$ cat config.mk
export PLATFORM = sky130hd
export DESIGN_NAME = pq_op_arbiter
export DESIGN_NICKNAME = d
export VERILOG_FILES = /design/src/rtl/pq_op_arbiter.sv
export SDC_FILE = /design/constraint.sdc
export NUM_CORES = 1
export LEC_CHECK = 0
export ABC_AREA = 1
export BUFFER_PORTS_ARGS = -buffer_cell sky130_fd_sc_hd__buf_2
export CAP_MARGIN = 20
export CORE_ASPECT_RATIO = 0.6
export CORE_MARGIN = 1
export CORE_UTILIZATION = 52
export DETAILED_ROUTE_END_ITERATION = 12
export HOLD_SLACK_MARGIN = 0.06
export PLACE_DENSITY_LB_ADDON = 0.2
export SYNTH_ARGS = -nofsm -noshare
export SYNTH_HDL_FRONTEND = slang
export SYNTH_SLANG_ARGS = --single-unit
$ cat constraint.sdc
create_clock -name CLK -period 3.7 [get_ports CLK]
set_clock_uncertainty 0.2 [all_clocks]
set_input_delay 0.555 -clock CLK [delete_from_list [all_inputs] [get_ports CLK]]
set_output_delay 0.555 -clock CLK [all_outputs]
set_load 0.03 [all_outputs]
$ cat src/rtl/pq_op_arbiter.sv
// Round-robin push/pop/replace arbiter and single-cycle command sequencer for the hybrid priority queue.
// Define PQ_ARB_STRICT_PRIO_EN to replace round-robin with fixed lowest-index-first priority.
module pq_op_arbiter #(
  parameter int unsigned DATA_WIDTH = 16,
  parameter int unsigned NUM_REQ    = 4,
  parameter int unsigned QUEUE_SIZE = 28,
  parameter int unsigned ISSUE_GAP  = 2,
  localparam int unsigned ID_W      = $clog2(NUM_REQ),
  localparam int unsigned CNT_W     = $clog2(QUEUE_SIZE + 1)
) (
  input  logic                          CLK,
  input  logic                          RSTn,
  input  logic [NUM_REQ-1:0]            i_req_valid,
  input  logic [2*NUM_REQ-1:0]          i_req_op,
  input  logic [NUM_REQ*DATA_WIDTH-1:0] i_req_data,
  output logic [NUM_REQ-1:0]            o_req_ready,
  output logic                          o_pq_wrt,
  output logic                          o_pq_read,
  output logic [DATA_WIDTH-1:0]         o_pq_data,
  input  logic [DATA_WIDTH-1:0]         i_pq_data,
  input  logic                          i_pq_full,
  input  logic                          i_pq_empty,
  output logic                          o_rsp_valid,
  output logic [ID_W-1:0]               o_rsp_id,
  output logic [DATA_WIDTH-1:0]         o_rsp_data,
  output logic [CNT_W-1:0]              o_count
);

  localparam int unsigned GAP_W = (ISSUE_GAP > 1) ? $clog2(ISSUE_GAP) : 1;

  typedef enum logic [1:0] {
    IDLE,
    ISSUE,
    HOLD
  } state_t;

  typedef enum logic [1:0] {
    OP_NONE = 2'b00,
    OP_PUSH = 2'b01,
    OP_POP  = 2'b10,
    OP_REPL = 2'b11
  } op_t;

  state_t               state;
  state_t               state_next;
  logic [GAP_W-1:0]     gap_cnt;
  logic [GAP_W-1:0]     gap_next;
  op_t                  cap_op;
  logic [ID_W-1:0]      cap_id;

  logic                 can_push;
  logic                 can_pop;
  logic [NUM_REQ-1:0]   eligible;
  logic                 found;
  logic [ID_W-1:0]      grant_idx;
  logic                 handshake;
  op_t                  grant_op;
  logic [DATA_WIDTH-1:0] grant_data;

`ifndef PQ_ARB_STRICT_PRIO_EN
  logic [ID_W-1:0]      rr_ptr;
`endif

  // Eligibility uses the local count so a freshly issued command is accounted for
  // before the queue's own status flags catch up.
  assign can_push = (o_count < CNT_W'(QUEUE_SIZE)) && !i_pq_full;
  assign can_pop  = (o_count != '0) && !i_pq_empty;

  always_comb begin
    eligible = '0;
    for (int unsigned r = 0; r < NUM_REQ; r++) begin
      case (op_t'(i_req_op[2*r +: 2]))
        OP_PUSH:         eligible[r] = i_req_valid[r] && can_push;
        OP_POP, OP_REPL: eligible[r] = i_req_valid[r] && can_pop;
        default:         eligible[r] = 1'b0;
      endcase
    end
  end

  always_comb begin
    int unsigned cand;
    cand      = 0;
    found     = 1'b0;
    grant_idx = '0;
    for (int unsigned k = 0; k < NUM_REQ; k++) begin
`ifdef PQ_ARB_STRICT_PRIO_EN
      cand = k;
`else
      cand = (32'(rr_ptr) + 1 + k) % NUM_REQ;
`endif
      if (!found && eligible[cand]) begin
        found     = 1'b1;
        grant_idx = ID_W'(cand);
      end
    end
  end

  assign handshake   = (state == IDLE) && found;
  assign o_req_ready = handshake ? (NUM_REQ'(1) << grant_idx) : '0;
  assign grant_op    = op_t'(i_req_op[2*grant_idx +: 2]);
  assign grant_data  = i_req_data[grant_idx*DATA_WIDTH +: DATA_WIDTH];

  always_comb begin
    state_next = state;
    gap_next   = gap_cnt;
    unique case (state)
      IDLE: begin
        if (handshake) state_next = ISSUE;
      end
      ISSUE: begin
        if (ISSUE_GAP > 0) begin
          state_next = HOLD;
          gap_next   = GAP_W'(ISSUE_GAP - 1);
        end else begin
          state_next = IDLE;
        end
      end
      HOLD: begin
        if (gap_cnt == '0) state_next = IDLE;
        else               gap_next   = gap_cnt - GAP_W'(1);
      end
      default: state_next = IDLE;
    endcase
  end

  // The command outputs are loaded on the handshake edge so the pulse coincides
  // with the ISSUE state; the response is sampled at the end of ISSUE.
  always_ff @(posedge CLK or negedge RSTn) begin
    if (!RSTn) begin
      state       <= IDLE;
      gap_cnt     <= '0;
      cap_op      <= OP_NONE;
      cap_id      <= '0;
      o_pq_wrt    <= 1'b0;
      o_pq_read   <= 1'b0;
      o_pq_data   <= '0;
      o_rsp_valid <= 1'b0;
      o_rsp_id    <= '0;
      o_rsp_data  <= '0;
      o_count     <= '0;
    end else begin
      state       <= state_next;
      gap_cnt     <= gap_next;
      o_pq_wrt    <= 1'b0;
      o_pq_read   <= 1'b0;
      o_pq_data   <= '0;
      o_rsp_valid <= 1'b0;
      if (handshake) begin
        cap_op    <= grant_op;
        cap_id    <= grant_idx;
        o_pq_wrt  <= grant_op[0];
        o_pq_read <= grant_op[1];
        o_pq_data <= (grant_op == OP_POP) ? '0 : grant_data;
      end
      if (state == ISSUE) begin
        case (cap_op)
          OP_PUSH: o_count <= o_count + CNT_W'(1);
          OP_POP:  o_count <= o_count - CNT_W'(1);
          default: o_count <= o_count;
        endcase
        if (cap_op[1]) begin
          o_rsp_valid <= 1'b1;
          o_rsp_id    <= cap_id;
          o_rsp_data  <= i_pq_data;
        end
      end
    end
  end

`ifdef PQ_ARB_STRICT_PRIO_EN
`else
  always_ff @(posedge CLK or negedge RSTn) begin
    if (!RSTn)          rr_ptr <= ID_W'(NUM_REQ - 1);
    else if (handshake) rr_ptr <= grant_idx;
  end
`endif

  a_ready_onehot: assert property (@(posedge CLK) disable iff (!RSTn) $onehot0(o_req_ready));
  a_count_bound:  assert property (@(posedge CLK) disable iff (!RSTn) o_count <= CNT_W'(QUEUE_SIZE));

endmodule

# == Yosys cells after proc, flatten, opt, wreduce, memory -nomap -nowiden ==
# Index checks and enable logic that the tools add are counted.
# op_classes
n_mux,33
order_cmp,5
multipliers,0
n_eq_ne,19
bitwise,0
reduce_logical,30
add_sub_neg,7
div_mod_pow,0
n_shift,3
# ops
operator,count
$shiftx A64 B7 Y16,1
$mux W16,2
$eq A2 B2 Y1 const B,11
$logic_and A1 B1 Y1,14
$mux W1,13
$eq A2 B1 Y1 const B,6
$lt A2 B3 Y1 const B,4
$mux W2,6
$pmux W1 S2,5
$pmux W5 S2,1
$bmux W1 S2,4
$reduce_or A2 Y1,4
$shiftx A8 B4 Y2,1
$pmux W2 S3,1
$reduce_and A2 Y1,3
$add A5 B1 Y5 const B,1
$logic_not A1 Y1,5
$lt A5 B5 Y1 const B,1
$reduce_bool A5 Y1,1
$sub A5 B1 Y5 const B,1
$add A2 B1 Y2 const B,2
$add A2 B2 Y2 const B,2
$mux W4,1
$ne A2 B2 Y1 const B,2
other kinds (4),5
# word_totals
reg_bits,51
rom_bits,0
in_bits,96
memories,0
ramBits,0
latch_bits,0
output_inout_bits,46

# == Longest topological paths before layout ==
# Gate-level depths: netlist of the first run.
# logic_depth
word_depth,20
depth_mapped,20

# == Least setup slack after synthesis of the first run ==
# Ideal clock, no wire load.
# synth_timing
kind,register to output
start,register o_count[4]
end,output port o_req_ready[0]
path_stages_with_launch,16
slack_ps,320
t_arrival_ps,2625
path_cell_list,dfrtp_1 > nor2_2 > nand3_2 > nand2_2 > nand2_1 > nand4_1 > nand2_2 > nand2_1 > nand2_1 > nor3_2 > nand2_1 > nand2_1 > inv_1 > buf_4 > buf_2 > nor3_1
# synth_between
elab_chain_len,18
word_cells_on_any_way,41
# synth_lines
item,line_no,source
"start, declared",26,output logic [CNT_W-1:0] o_count
"start signal, assigned",157,OP_PUSH: o_count <= o_count + CNT_W'(1);
"start signal, assigned",158,OP_POP: o_count <= o_count - CNT_W'(1);
"start signal, assigned",159,default: o_count <= o_count;
$lt A5 B5 Y1 / $reduce_bool A5 Y1 (equally long branches),"66, 67",
"$logic_and A1 B1 Y1, on equally long branches","66, 67",
"$logic_and A1 B1 Y1, on equally long branches","73, 74",
$pmux W1 S2,72,case (op_t'(i_req_op[2*r +: 2]))
$bmux W1 S2,91,if (!found && eligible[cand]) begin
$mux W1 (not written as such),91,
$mux W1,91,
$logic_not A1 Y1,91,
[... 2 more ...],n/a,
$logic_not A1 Y1,91,
$logic_and A1 B1 Y1,91,
$mux W1,91,
$logic_not A1 Y1,91,
$logic_and A1 B1 Y1,91,
$mux W2 / $mux W1 (equally long branches),91,
$shl A1 B2 Y4 / $logic_and A1 B1 Y1 (equally long branches),"99, 98",
$mux W4 *,99,assign o_req_ready = handshake ? (NUM_REQ'(1) << grant_idx) : '0;
"end, declared",16,"output logic [NUM_REQ-1:0] o_req_ready,"
# Every way passes the cells marked *; elsewhere a longest branch is shown, timed or not. The select of a mux whose other input is x is not followed.

# == Worst setup path in the final report of the first run ==
# layout_timing
start,register o_count[0]
end,output port o_req_ready[2]
# Same word-level chain as after synthesis.

==> results of run 1 <==
-- critical path, cell delays in order, from the launching register on --
cell	delay, ns
dfrtp_1	0.46
nor2_1	0.16
nand3_2	0.09
nand2_2	0.12
nand2_1	0.12
nand4_2	0.11
nand2_1	0.07
nand2_1	0.11
nand2_1	0.11
nor3_2	0.26
nand3_1	0.17
nand2_2	0.15
inv_1	0.08
nand2_1	0.16
nor2_1	0.07
buf_2	0.18
-- routing by layer --
metal	GRT usage	wire [um]	part of all wire
met4	0.0661	133	0.016
met2	0.423	3880	0.47
met5	0	0	0
met1	0.324	3540	0.43
met3	0.0621	658	0.080
-- synthesized netlist by cell type, types with 4 or more instances --
library cell	n	area [um^2]
nand2_1	261	980
dfrtp_1	49	1230
inv_1	31	116
nand3_1	17	85.1
nor2_1	15	56.3
o21ai_0	14	70.1
nor2_4	11	124
nand2_2	9	56.3
ha_1	7	87.6
nand4_1	7	43.8
buf_2	5	25.0
buf_4	4	30.0
clkbuf_1	4	15.0
-- through the flow --
step	total power [uW]	setup WS [ns]	cell area (um^2)	hold WS, ns
2_1_floorplan	3230	0.320	3270	0.0594
3_3_place_gp	3660	0.540	4000	0.257
3_5_place_dp	3750	0.432	4000	0.261
4_1_cts	4160	0.192	4110	0.144
5_1_grt	4540	0.0397	4120	0.161
6_report	4160	0.232	4120	0.114
-- cells by family after synthesis --
| family | count (synthesis) | share of synthesized area |
|---|---|---|
| AOI/OAI and AO/OA | 20 | 0.0363 |
| xor gates and xnor gates | 4 | 0.0130 |
| adders and majority gates | 8 | 0.0329 |
| buffers and inverters | 52 | 0.0779 |
| DFF | 51 | 0.391 |
| and+or+nand+nor | 332 | 0.449 |
-- flip-flops by register name, summed over array words and instances, names as in the netlist --
signal and cells:
state 2, o_count 5, o_rsp_data 16, cap_id 2, rr_ptr 2, o_pq_read 1
o_pq_wrt 1, gap_cnt 1, o_rsp_id 2, o_pq_data 16, cap_op 2, o_rsp_valid 1
-- worst min-delay path by stage --
stage | from | end | slack, ns | cells past startpoint
floorplan | RSTn | cap_id[0]$_DFFE_PN0P_ | 0.06 | 0
global placement | o_rsp_data[7]$_DFFE_PN0P_ | o_rsp_data[7]$_DFFE_PN0P_ | 0.26 | 2
detailed placement | o_rsp_data[10]$_DFFE_PN0P_ | o_rsp_data[10]$_DFFE_PN0P_ | 0.26 | 2
CTS | RSTn | o_rsp_id[1]$_DFFE_PN0P_ | 0.14 | 1
global route | RSTn | o_rsp_id[1]$_DFFE_PN0P_ | 0.16 | 1
finish | RSTn | o_count[1]$_DFFE_PN0P_ | 0.11 | 1
-- final cells by class --
type / instances / area, um^2
clock inverter: 3 / 46.3
clock buffer: 5 / 68.8
tap: 80 / 100
sequential: 51 / 1280
timing repair buffer: 147 / 751
inverter: 34 / 128
multi-input combinational: 364 / 1750
fill: 493 / 1690
-- report_power, final --
group / total, uW / switching, uW / internal, uW
registers: 925 / 141 / 784
logic: 2850 / 1970 / 875
clock network: 389 / 185 / 204
==> results.ini, run 1 <==
[critical_path]
timing.rr.start = o_count[0]$_DFFE_PN0P_
worst_ep_arrival_time_ns = 2.71
cp.required_ns = 2.94
path_class = reg2out
worstSetupStartpoint = o_count[0]$_DFFE_PN0P_
endpoint = o_req_ready[2]
rrSetupSlack_ns = 0.51
reg2reg_to = o_pq_data[4]$_DFF_PN0_
end_kind = primary output
path_max_fanout = 6
r2r_cells = 17
startpoint_type = flop

[synthesis]
syn-num-nets = 571
yosys_warnings = 0
ys_ff_latch = 51
syn_area_um2 = 3270
synthArstFlopShare = 1.00
synth-edff-count = 0
synth_cell_types = 33
avgSynthCellArea_um2 = 7.01
ys.flop_type = dfrtp_1
synthCells = 467
yosysSeqAreaShare = 0.391

[sta]
period_needed_ns = 3.47
setup_viol = 0
fin_crit_sh = 0.937
fmax_mhz = 288
rsz0062_at_grt = no
tns_ns = 0
tightest_slew_ns = 0.756
slew_violations = 0
hold_viol_final = 0
max_slew_margin = 0.496

[global_route]
grt_pass1_wl_um = 13200
antenna_found_initial = 0
grt_pass1_vias = 3016
grt_use_total = 0.251
overflow = 0
grt_max_degree = 35

[flow_run]
drv_cap = 0

[layout]
diodes = 0
final_cell_mix = nand2_1 (260), buf_2 (141), dfrtp_1 (49)
synthToLayoutAreaGrowth_pct = 25.8
drive_above_1_share = 0.325
nNetsFinal = 707
fin_cells = 684
fin_util = 0.710
final_common_cell = nand2_1

[clock_tree]
postCtsSetupBuffers = 0
cts_buffer_depth = 2
cts-resized-gates = 0
htree_levels = 2
cts_buffers = 5
clkTransAtPathRegs_ns = 0.09
cts_sinks = 51
cts_hold_buf = 0
root_buffer = clkbuf_8
cts_tree = yes
clkLatencyLatePin_ns = 0.30

[placed_design]
numPortBuffers = 141
place_congestion = 0.910
placed_cells = 676
hpwlAfterDp_um = 6430

[power_and_ir_drop]
irDropWorstVdd_mv = 0.383
power.leakage_uw = 0.00251
power_density_nw_per_um2 = 1010

[detailed_routing]
via_count = 3343
final_antenna_net_count = 0
detail_route.first_pass.iterations = 5
drc = 0
drtIter0Drc = 163
vias_per_cell = 4.89
totalWireLength_um = 8220
wl_per_cell_um = 12.0

[floorplanning]
core_area_um2 = 5810
die_w_um = 104
start_util = 0.564
rows = 21
die_h_um = 63.5
io-pin-count = 142
die_area_um2 = 6630

[worst_hold_path]
min_path_type = in2async

[status]
status = finished clean

(Power assumes the default switching activity.)
==> run 2, diff against run 1 <==
Settings changed: CORE_UTILIZATION 52 to 44, HOLD_SLACK_MARGIN 0.06 to 0.05.
Clock period 3.7 ns to 3.1 ns, I/O delays scaled along.
==> run 2 against run 1 <==
Against the previous run: register-to-register slack lost 0.43 ns; non-clock buffer count is 17 higher; global-route usage shrank 3.2 points; clock-buffer cell count increased by 1; combinational power up 39%; core utilization is 6.1 points lower; design area is 9.1% higher; clock power grew 44%.
==> results.ini, run 2 (synthesized netlist as in run 1, its figures left out) <==
[clock_tree]
clkTransAtPathRegs_ns = 0.07  ; was 0.09 ns
cts_tree = yes  ; unchanged
htree_levels = 2  ; unchanged
cts_buffer_depth = 2  ; unchanged
clkLatencyLatePin_ns = 0.28  ; was 0.30 ns
cts_hold_buf = 0  ; unchanged
cts_sinks = 51  ; unchanged
cts_buffers = 5  ; unchanged
root_buffer = clkbuf_16  ; was clkbuf_8

[floorplanning]
rows = 23  ; was 21
die_w_um = 113  ; was 104 um
core_area_um2 = 6940  ; was 5810 um^2
io-pin-count = 142  ; unchanged
die_area_um2 = 7800  ; was 6630 um^2
die_h_um = 68.8  ; was 63.5 um
start_util = 0.472  ; was 0.564

[detailed_routing]
detail_route.first_pass.iterations = 4  ; was 5
final_antenna_net_count = 0  ; unchanged
wl_per_cell_um = 12.5  ; was 12.0 um
drtIter0Drc = 127  ; was 163
vias_per_cell = 4.71  ; was 4.89
via_count = 3398  ; was 3343
totalWireLength_um = 9020  ; was 8220 um
drc = 0  ; unchanged

[global_route]
grt_pass1_vias = 2855  ; was 3016
grt_pass1_wl_um = 13500  ; was 13200 um
overflow = 0  ; unchanged
grt_max_degree = 43  ; was 35
grt_use_total = 0.219  ; was 0.251
antenna_found_initial = 0  ; unchanged

[placed_design]
place_congestion = 0.896  ; was 0.910
numPortBuffers = 141  ; unchanged
hpwlAfterDp_um = 6680  ; was 6430 um
post-place-ws_ns = 0.172  ; was 0.432 ns

[layout]
final_common_cell = nand2_1  ; unchanged
synthToLayoutAreaGrowth_pct = 37.3  ; was 25.8%
multi_input_area_um2 = 1860  ; was 1750 um^2
drive_above_1_share = 0.378  ; was 0.325
final-seq-area_um2 = 1280  ; about the same
diodes = 0  ; unchanged
fillCellCount = 617  ; was 493
nNetsFinal = 724  ; was 707
final_cell_mix = nand2_1 (249), buf_2 (137), dfrtp_1 (47)  ; was nand2_1 (260), buf_2 (141), dfrtp_1 (49)
reg_top3 = o_pq_data: 16 flops, o_rsp_data: 16 flops, o_count: 5 flops  ; unchanged

[critical_path]
timing.rr.start = o_count[3]$_DFFE_PN0P_  ; was o_count[0]$_DFFE_PN0P_
r2r_cells = 19  ; was 17
startpoint_type = flop  ; unchanged
worst_ep_arrival_time_ns = 2.42  ; was 2.71 ns
cp.required_ns = 2.43  ; was 2.94 ns
path_max_fanout = 4  ; was 6
path_class = reg2out  ; unchanged
rrSetupSlack_ns = 0.08  ; was 0.51 ns
end_kind = primary output  ; unchanged
reg2reg_to = o_pq_data[1]$_DFF_PN0_  ; was o_pq_data[4]$_DFF_PN0_

[sta]
fin_crit_sh = 0.994
setup_viol = 0  ; unchanged
fmax_mhz = 325
tightest_slew_ns = 0.930  ; was 0.756 ns
whs_ns = 0.117  ; was 0.114 ns
slew_violations = 0  ; unchanged
setup_slack_ns = 0.0199  ; was 0.232 ns
hold_viol_final = 0  ; unchanged
rsz0062_at_grt = yes  ; was no
period_needed_ns = 3.08
max_slew_margin = 0.380  ; was 0.496

[power_and_ir_drop]
power.leakage_uw = 0.00266  ; was 0.00251 uW
power_density_nw_per_um2 = 1250  ; was 1010 nW/um^2
irDropWorstVdd_mv = 0.522  ; was 0.383 mV
power_uw = 5620  ; was 4160 uW

[flow_run]
drv_cap = 0  ; unchanged

[worst_hold_path]
min_path_type = in2async  ; unchanged

[status]
status = finished clean  ; unchanged

-- run 2: changes by cell type in the layout (fill, tap and decap cells not counted), sizes merged --
cell    delta
buf       +17
bufinv     -1
clkbuf     +1
clkinv     +1
inv        -1
-- run 2: routing by layer --
layer / wire length (um) / track usage
met1: 4230 / 0.307
met5: 0 / 0
met2: 4070 / 0.350
met3: 641 / 0.0559
met4: 76 / 0.0345
-- run 2: worst max-delay path by stage --
stage | cells after the start | startpoint | slack, ns | endpoint
after floorplan | 15 | o_count[4]$_DFFE_PN0P_ | 0.01 | o_req_ready[2]
after global placement | 14 | o_count[1]$_DFFE_PN0P_ | 0.17 | o_req_ready[2]
after detailed placement | 19 | i_pq_full | 0.17 | o_pq_data[15]$_DFF_PN0_
after CTS | 15 | o_count[4]$_DFFE_PN0P_ | 0.02 | o_req_ready[1]
after global routing | 15 | o_count[3]$_DFFE_PN0P_ | -0.07 | o_req_ready[3]
final | 15 | o_count[3]$_DFFE_PN0P_ | 0.02 | o_req_ready[1]
-- run 2: layout make-up --
cell class / instances / area share
Clock inverter: 2 / 0.00362
Clock buffer: 6 / 0.0309
Sequential cell: 51 / 0.285
Tap cell: 100 / 0.0278
Inverter: 34 / 0.0301
Timing Repair Buffer: 164 / 0.209
Multi-Input combinational cell: 364 / 0.413
-- run 2: metrics by stage --
step / cells / util / TNS (ns) / cell area (um^2)
final: 721 / 0.648 / 0 / 4500
after global routing: 721 / 0.648 / -0.342 / 4500
after CTS: 716 / 0.621 / 0 / 4310
after detailed placement: 702 / 0.589 / 0 / 4090
after global placement: 702 / 0.589 / 0 / 4090
after floorplan: 467 / - / 0 / 3280
-- run 2: what timing repair did --
action | CTS | global route
endpoints found under the hold margin | 0 | 0
pin swaps | 2 | 22
setup endpoints to repair | 4 | 10
buffers inserted | 6 | 5
cloned | 0 | 0
resized for setup | 4 | 45
-- run 2: report_power, final --
| group | switching [uW] | total, uW | leakage, uW | internal [uW] |
|---|---|---|---|---|
| registers | 154 | 1090 | 0.000645 | 939 |
| logic | 2590 | 3970 | 0.00194 | 1370 |
| clock network | 237 | 560 | 0.0000731 | 323 |
| total | 2990 | 5620 | 0.00266 | 2640 |
-- run 2: critical path, cell delays in order, from the launching register on --
cell     delay (ns)
dfrtp_2        0.45
nor2_2         0.14
nand3_2        0.10
nand2_4        0.12
nand2_2        0.06
nand4_1        0.17
nand3_2        0.11
nand2_2        0.12
inv_2          0.06
nor3_4         0.19
nand2_1        0.09
nand2_2        0.09
inv_4          0.06
buf_12         0.12
nor2_4         0.10
buf_6          0.13
==> run 3, diff against run 2 <==
Settings changed: RECOVER_POWER set to 50.
==> run 3 against run 2 <==
Against the previous run: the run now ends with capacitance limit, slew limit left; total power decreased by 0.37%; setup slack got worse by 0.0021 ns; non-clock buffer count unchanged; fmax about the same; design area decreased by 0.75%; critical endpoint unchanged; highest routed layer unchanged.
==> results.ini, run 3 (synthesized netlist as in run 1, its figures left out) <==
[clock_tree]
clkLatencyLatePin_ns = 0.28  ; about the same
cts_hold_buf = 0  ; unchanged
cts_buffers = 5  ; unchanged
root_buffer = clkbuf_16  ; unchanged
cts_tree = yes  ; unchanged
cts_buffer_depth = 2  ; unchanged
clkTransAtPathRegs_ns = 0.07  ; about the same
cts_sinks = 51  ; unchanged
htree_levels = 2  ; unchanged

[layout]
nNetsFinal = 724  ; unchanged
final_common_cell = nand2_1  ; unchanged
reg_top3 = o_pq_data: 16 flops, o_rsp_data: 16 flops, o_count: 5 flops  ; unchanged
drive_above_1_share = 0.345  ; was 0.378
diodes = 0  ; unchanged
final_cell_mix = nand2_1 (249), buf_2 (119), dfrtp_1 (47)  ; was nand2_1 (249), buf_2 (137), dfrtp_1 (47)
synthToLayoutAreaGrowth_pct = 36.3  ; was 37.3%
fin_util = 0.643  ; was 0.648
fin_area_um2 = 4460  ; was 4500 um^2

[global_route]
grt_pass1_wl_um = 13500  ; unchanged
overflow = 0  ; unchanged
grt_use_total = 0.219  ; unchanged
antenna_found_initial = 0  ; unchanged
grt_max_degree = 43  ; unchanged
grt_pass1_vias = 2855  ; unchanged

[floorplanning]
die_h_um = 68.8  ; unchanged
die_area_um2 = 7800  ; unchanged
start_util = 0.472  ; unchanged
rows = 23  ; unchanged
core_area_um2 = 6940  ; unchanged
io-pin-count = 142  ; unchanged
die_w_um = 113  ; unchanged

[worst_hold_path]
hold_start = i_pq_data[14]
hold-path-cell-count = 3
min_path_type = in2reg  ; was in2async
hold_end = o_rsp_data[14]$_DFFE_PN0P_

[sta]
max_slew_margin = -0.454  ; was 0.380
fin_crit_sh = 0.994  ; about the same
tns_ns = 0  ; unchanged
setup_slack_ns = 0.0178  ; was 0.0199 ns
fmax_mhz = 324  ; was 325 MHz
slew_violations = 43  ; was 0
period_needed_ns = 3.08  ; about the same
setup_viol = 0  ; unchanged
rsz0062_at_grt = yes  ; unchanged
tightest_slew_ns = 2.18  ; was 0.930 ns
hold_viol_final = 0  ; unchanged

[critical_path]
startpoint_type = flop  ; unchanged
crit_chain = nor2_2, nand3_2, nand2_4, nand2_2, nand4_1, nand3_2, nand2_2, inv_2, nor3_4, nand2_1, nand2_2, inv_4, buf_12, nor2_4, buf_6  ; unchanged
worstSetupStartpoint = o_count[3]$_DFFE_PN0P_  ; unchanged
path_buf_inv = 4  ; unchanged
r2r_cells = 19  ; unchanged
rrSetupSlack_ns = 0.08  ; about the same
timing.rr.start = o_count[3]$_DFFE_PN0P_  ; unchanged
worst_ep_arrival_time_ns = 2.42  ; about the same
worst_path_most_repeated_cell = nand2_2  ; unchanged
crit_family = simple AND/OR/NAND/NOR gates  ; unchanged
reg2reg_to = o_pq_data[1]$_DFF_PN0_  ; unchanged
cpPeakStageDelay_ns = 0.45  ; about the same
end_kind = primary output  ; unchanged
path_class = reg2out  ; unchanged
crit_slowest_cell = dfrtp_2  ; unchanged
path_max_fanout = 4  ; unchanged
cp.required_ns = 2.43  ; about the same

[placed_design]
place_congestion = 0.896  ; unchanged
hpwlAfterDp_um = 6680  ; unchanged
numPortBuffers = 141  ; unchanged
post-place-ws_ns = 0.172  ; unchanged
place_area_um2 = 4090  ; unchanged

[detailed_routing]
final_antenna_net_count = 0  ; unchanged
totalWireLength_um = 8960  ; was 9020 um
detail_route.first_pass.iterations = 4  ; unchanged
wl_per_cell_um = 12.4  ; was 12.5 um
via_count = 3419  ; was 3398
vias_per_cell = 4.74  ; was 4.71
drtIter0Drc = 149  ; was 127
drc = 0  ; unchanged

[power_and_ir_drop]
irDropWorstVdd_mv = 0.525  ; was 0.522 mV
power_uw = 5600  ; was 5620 uW
power_density_nw_per_um2 = 1260  ; was 1250 nW/um^2
power.leakage_uw = 0.00258  ; was 0.00266 uW

[flow_run]
drv_cap = 1  ; was 0

[status]
status = finished with violations  ; was finished clean
violations = capacitance limit, slew limit

[run 3: changes by cell type in the layout (fill, tap and decap cells not counted)]
cell / previous run / this run
clkbuf_1: 0 / 21
buf_4: 20 / 17
buf_2: 137 / 119
[run 3: worst max path at each step]
stage / cells after the start / slack, ns / endpoint
2_1_floorplan: 15 / 0.01 / o_req_ready[2]
3_3_place_gp: 14 / 0.17 / o_req_ready[2]
3_5_place_dp: 19 / 0.17 / o_pq_data[15]$_DFF_PN0_
4_1_cts: 15 / 0.02 / o_req_ready[1]
5_1_grt: 15 / -0.07 / o_req_ready[3]
6_report: 15 / 0.02 / o_req_ready[1]
[run 3: worst min-delay path: stages]
cell     delay, ns
buf_2         0.07
nand2_1       0.04
nand2_1       0.04
[run 3: where the power goes]
part           switching, uW  internal [uW]
logic                   2590           1360
clock network            239            323
registers                154            939
total                   2980           2620
[run 3: layer usage]
layer	track usage	vias up	part of all wire
li1	-	1735	-
met1	0.307	1555	0.47
met2	0.350	123	0.45
met3	0.0559	6	0.070
met4	0.0345	0	0.0085
met5	0	-	0
[run 3: per-stage QoR]
step                      hold slack, ns  instances
after detailed placement           0.260        702
after floorplan                  -0.0306        467
final                              0.170        721
after global routing               0.179        721
after global placement             0.256        702
after CTS                          0.156        716
[run 3: cell type report]
| cell class | count | area, um^2 |
|---|---|---|
| clock buffer | 6 | 139 |
| clock inverter | 2 | 16.3 |
| fill | 630 | 2470 |
| inverter | 34 | 135 |
| multi-input combinational | 364 | 1860 |
| sequential | 51 | 1280 |
| tap | 100 | 125 |
| timing repair buffer | 164 | 907 |
[run 3: what timing repair did]
item	in CTS	in global routing
pin swaps	2	22
endpoints found under the setup margin	4	10
gates resized for setup	4	45
buffers inserted	6	5
